## config.mk

```make
export PLATFORM = sky130hd
export DESIGN_NAME = cbus_arbiter
export DESIGN_NICKNAME = d
export VERILOG_FILES = /design/src/rtl/cbus_arbiter.sv
export SDC_FILE = /design/constraint.sdc
export NUM_CORES = 1
export LEC_CHECK = 0
export CAP_MARGIN = 10
export CORE_AREA = 10 10 194 196
export DETAILED_ROUTE_END_ITERATION = 16
export DIE_AREA = 0 0 204 206
export SYNTH_ARGS = -nofsm -noshare
export SYNTH_HDL_FRONTEND = slang
export SYNTH_SLANG_ARGS = --single-unit
```

## constraint.sdc

```tcl
create_clock -name clk -period 2 [get_ports clk]
set_input_delay 0.5 -clock clk [delete_from_list [all_inputs] [get_ports clk]]
set_output_delay 0.5 -clock clk [all_outputs]
set_load 0.05 [all_outputs]
```

## src/rtl/cbus_arbiter.sv

```systemverilog
// cbus_arbiter: merges the core's ibus and dbus onto one single-beat memory bus (cbus).
// One request is buffered and replayed on cbus; a sticky watchdog flags hung transactions.
module cbus_arbiter #(
   parameter int RR_ENABLE      = 0,
   parameter int TIMEOUT_CYCLES = 1024
) (
   input  logic        clk,
   input  logic        reset,
   input  logic        i_valid,
   input  logic [63:0] i_addr,
   output logic        i_addr_ok,
   output logic        i_data_ok,
   output logic [31:0] i_data,
   input  logic        d_valid,
   input  logic [63:0] d_addr,
   input  logic [2:0]  d_size,
   input  logic [7:0]  d_strobe,
   input  logic [63:0] d_wdata,
   output logic        d_addr_ok,
   output logic        d_data_ok,
   output logic [63:0] d_data,
   output logic        c_valid,
   output logic        c_is_write,
   output logic [2:0]  c_size,
   output logic [63:0] c_addr,
   output logic [7:0]  c_strobe,
   output logic [63:0] c_wdata,
   output logic [3:0]  c_len,
   input  logic        c_ready,
   input  logic        c_last,
   input  logic [63:0] c_rdata,
   output logic        err
);

   localparam int               CNT_W     = $clog2(TIMEOUT_CYCLES + 2);
   localparam logic [CNT_W-1:0] TIMEOUT_V = CNT_W'(TIMEOUT_CYCLES);

   typedef enum logic [1:0] {
      IDLE   = 2'd0,
      BUSY_I = 2'd1,
      BUSY_D = 2'd2
   } state_t;

   typedef struct packed {
      logic        is_write;
      logic [2:0]  size;
      logic [63:0] addr;
      logic [7:0]  strobe;
      logic [63:0] wdata;
   } req_t;

   state_t           state;
   req_t             req_q;
   req_t             i_req;
   req_t             d_req;
   logic             last_d;
   logic [CNT_W-1:0] busy_cnt;
   logic [CNT_W-1:0] cnt_inc;
   logic             err_q;
   logic             busy;
   logic             pick_d;
   logic             i_ok;
   logic             d_ok;

   assign i_req = '{is_write: 1'b0, size: 3'b010, addr: i_addr, strobe: 8'h00, wdata: 64'h0};
   assign d_req = '{is_write: |d_strobe, size: d_size, addr: d_addr, strobe: d_strobe,
                    wdata: d_wdata};

   // On conflict: fixed priority favours dbus, round-robin favours whoever did not win last.
   always_comb begin
      pick_d = d_valid;
      if (i_valid && d_valid) begin
         pick_d = (RR_ENABLE == 0) ? 1'b1 : !last_d;
      end
   end

   assign busy    = (state != IDLE);
   assign cnt_inc = (busy_cnt == '1) ? busy_cnt : busy_cnt + 1'b1;

   // NOTE: state registers use non-blocking assignments so every flop samples pre-edge values.
   always_ff @(posedge clk or negedge reset) begin
      if (!reset) begin
         state    <= IDLE;
         req_q    <= '0;
         last_d   <= 1'b0;
         busy_cnt <= '0;
         err_q    <= 1'b0;
      end else begin
         case (state)
            IDLE: begin
               if (i_valid || d_valid) begin
                  req_q    <= pick_d ? d_req : i_req;
                  last_d   <= pick_d;
                  busy_cnt <= '0;
                  state    <= pick_d ? BUSY_D : BUSY_I;
               end
            end
            default: begin
               // err rises on the edge that closes the TIMEOUT_CYCLES-th busy cycle.
               busy_cnt <= cnt_inc;
               if ((TIMEOUT_CYCLES != 0) && (cnt_inc == TIMEOUT_V)) begin
                  err_q <= 1'b1;
               end
               if (c_ready && c_last) begin
                  state <= IDLE;
               end
            end
         endcase
      end
   end

   assign i_ok = (state == BUSY_I) && c_ready && c_last;
   assign d_ok = (state == BUSY_D) && c_ready && c_last;

   assign i_addr_ok = i_ok;
   assign i_data_ok = i_ok;
   assign i_data    = i_ok ? (req_q.addr[2] ? c_rdata[63:32] : c_rdata[31:0]) : 32'h0;
   assign d_addr_ok = d_ok;
   assign d_data_ok = d_ok;
   assign d_data    = d_ok ? c_rdata : 64'h0;

   assign c_valid    = busy;
   assign c_is_write = busy & req_q.is_write;
   assign c_size     = busy ? req_q.size   : 3'h0;
   assign c_addr     = busy ? req_q.addr   : 64'h0;
   assign c_strobe   = busy ? req_q.strobe : 8'h0;
   assign c_wdata    = busy ? req_q.wdata  : 64'h0;
   assign c_len      = 4'h0;
   assign err        = err_q;

endmodule

```

==> metrics.csv <==
stage;metric;value;unit
final_layout;final_design_area_no_fill;17100;sq um
timing;final_hold_violation_count;0;
timing;post-route-min-period;2.34;ns
logic_synthesis;post_synth.cell_area_avg;9.72;sq um
timing;setup_slack;-0.344;ns
timing;tightest_slew;0.567;ns
timing;rsz_0062_raised_after_global_routing;true;
logic_synthesis;seq_area_frac_synth;46.0;%
die;die_area;42000;sq um
placed_design;dp_slack;-0.528;ns
placed_design;port-buffer-count;514;
setup_path;reg2reg_depth;6;
clock_network;tritoncts_clock_tree;built;
global_route;grt_max_degree;89;
setup_path;crit_path_max_fanout;7;
final_layout;final_layout_size_suffix_gt1_share;36.0;%
placed_design;dp_hpwl;32000;um
global_route;grt_first_pass_wirelength;59700;um
final_layout;layout-area-overhead-vs-synth;104;%
final_layout;finalNetCount;1698;
global_route;grt_antenna_before_repair;0;
logic_synthesis;synth.lib_cells_used.distinct;46;
clock_network;max_h_tree_level;4;
final_layout;antennaDiodeCount;0;
clock_network;clkSlewWorstSetupHoldPaths;0.07;ns
logic_synthesis;synth-async-reset-ratio;100;%
logic_synthesis;netlist_instances;862;
logic_synthesis;post_synth_instance_area;8380;sq um
timing;finalClockSkew;0.0155;ns
routing;drt-initial-drc-count;440;
timing;final_max_slew_viol_count;0;
power;report.power.total;0.0248;W
setup_path;cp-end-kind;output pin;
final_layout;layout.cells.most_common;sky130_fd_sc_hd__clkdlybuf4s50_1;
timing;period_utilization;117;%
timing;slew-limit-headroom;61.1;%
routing;drt-pass1-iter-count;4;
global_route;grt_overflow;0;
global_route;grtUsageTotal;18.8;%
routing;antenna_violating_nets_post_route;0;
routing;drt_wl_total;42200;um
routing;detail_route.drc_violations;0;
logic_synthesis;yosys.area.top_type;sky130_fd_sc_hd__dfrtp_1;
die;die_height;206;um
clock_network;clkSinkCount;154;
logic_synthesis;synth_edf_count;0;
setup_path;timing.critical_path.arrival;1.84;ns
setup_path;critPathSlowestCell;sky130_fd_sc_hd__dfrtp_2;
placed_design;finalWeightedCongestion;0.867;
clock_network;worstSkewPairLatency;0.43;ns
final_layout;layout_common_cells;268 x sky130_fd_sc_hd__clkdlybuf4s50_1, 168 x sky130_fd_sc_hd__buf_4, 152 x sky130_fd_sc_hd__dfrtp_1;
status;status;finished, violations left;
setup_path;setup.worst_path.start_class;flip-flop;
hold_path;min_delay_path_depth;2;
clock_network;cts_made_buffers;17;
logic_synthesis;yosys.area.top_type_share;46.0;%
logic_synthesis;ys_top_cells_by_area;sky130_fd_sc_hd__dfrtp_1 46%, sky130_fd_sc_hd__and2_1 15%, sky130_fd_sc_hd__mux2i_1 12%;
setup_path;criticalPathCategory;reg -> out;
logic_synthesis;ys_seq_elements;154;
logic_synthesis;synth_top_flop_cell;sky130_fd_sc_hd__dfrtp_1;
clock_network;cts.path.max_buffers;2;
setup_path;path_cells;nor3b_4 > buf_6 > buf_12 > buf_16 > and2_4 > buf_12;
routing;wl_per_cell;22.3;um
timing;finalSetupViolations;241;
routing;via_per_inst;4.50;
timing;fmax;427;MHz
power;power.density;1450;nW/um^2
placed_design;placedCellCount;1832;
setup_path;ff2ff_setup_slack;0.19;ns
power;irDropWorstVdd;0.000976;V
die;floorplan.core_area;33900;sq um
die;floorplan.rows;68;
die;initial_util;24.7;%
hold_path;timing.hold.worst.class;reg -> reg;
setup_path;required;1.50;ns
global_route;first_global_vias;9186;
setup_path;slowest_delay;0.46;ns
status;failed_checks;setup timing;
die;top_level_ports;519;
routing;vias;8521;
final_layout;n_fill_cell;3008;
final_layout;finish.cell_count_without_fillers;1892;
setup_path;critical-path-top-cell-by-count;sky130_fd_sc_hd__buf_12;
die;die_width;204;um
clock_network;cts.root.buffer_cell;sky130_fd_sc_hd__clkbuf_16;
logic_synthesis;yosys_warnings;0;
power;total_leakage_power;7.63;nW
placed_design;dpl_cell_area;15300;sq um
run;max_cap_viol_count;0;
-- final timing paths --
check	start	end
min reg2reg	req_q[135]	req_q[135]
max in group asynchronous	reset	req_q[74]
min in group asynchronous	reset	req_q[10]
max reg2reg	busy_cnt[1]	err
max	state[0]	d_data[14]
min	req_q[135]	req_q[135]
-- through the flow --
| stage | hold slack (ns) | TNS, ns | utilization, % |
|---|---|---|---|
| 6_report | 0.469 | -62.01 | 50.4 |
| 5_1_grt | 0.499 | -76.36 | 50.4 |
| 4_1_cts | 0.476 | -66.59 | 49.7 |
| 3_5_place_dp | 0.462 | -42.76 | 45.1 |
| 3_3_place_gp | 0.453 | -41.19 | 45.1 |
| 2_1_floorplan | 0.204 | -3.09 | - |
-- cell usage after synthesis, drive strengths merged (2+ instances only) --
cell type / number
and2: 204
dfrtp: 154
mux2i: 98
o21ai: 77
a22o: 76
nand2: 72
clkbuf: 43
nor2: 41
buf: 35
inv: 7
nand3: 6
nor3: 6
a21oi: 5
a31oi: 4
nor4: 3
a21boi: 2
a32o: 2
a41oi: 2
and3: 2
and4: 2
nand4: 2
o22ai: 2
or3: 2
-- cells by family after synthesis --
kind of cell / count (synthesis) / share of synthesized area [%]
other: 1 / 0.0447
and+or+nand+nor: 343 / 22.6
buffers and inverters: 85 / 4.51
AOI/OAI and AO/OA: 177 / 14.6
DFF: 154 / 46.0
muxes: 99 / 11.8
adders and majority gates: 1 / 0.149
xor gates and xnor gates: 2 / 0.209
-- sequential cells by signal, summed over array words and instances, names as in the netlist --
| name | count |
|---|---|
| req_q | 140 |
| busy_cnt | 11 |
| err | 1 |
| state | 2 |
-- cell type report --
| class | count | area [sq um] | share of cell area [%] |
|---|---|---|---|
| tap | 455 | 569 | 3.33 |
| inverter | 7 | 32.5 | 0.190 |
| clock buffer | 19 | 453 | 2.65 |
| sequential | 154 | 3860 | 22.5 |
| clock inverter | 13 | 178 | 1.04 |
| timing repair buffer | 618 | 7220 | 42.2 |
| multi-input combinational | 626 | 4800 | 28.1 |
-- where the power goes --
part	total (W)	internal, W	switching [W]
registers	0.00517	0.00445	0.000719
logic	0.0162	0.00628	0.00990
clock network	0.00349	0.00207	0.00142
total	0.0248	0.0128	0.0120
-- per-layer routing --
layer / up-vias / track usage, % / part of all wire [%] / wire (um)
met5: - / 0 / 0 / 0
met4: 0 / 7.22 / 3.1 / 1300
met3: 52 / 6.74 / 8.0 / 3360
met2: 355 / 33.1 / 52 / 21900
met1: 4032 / 20.2 / 37 / 15600
li1: 4082 / - / - / -
-- critical path: cells and delay by family (launching register included) --
kind,cells,cell delay [ns]
DFF,1,0.46
and+or+nand+nor,2,0.40
buffers and inverters,4,0.55
-- what timing repair did --
action,CTS,global route
setup buffers,15,1
endpoints found under the hold margin,8,0
hold buffers,1,0
pin swaps,45,23
cloned,8,6
gates resized for setup,155,46
endpoints found under the setup margin,241,241
(Power assumes the default switching activity.)
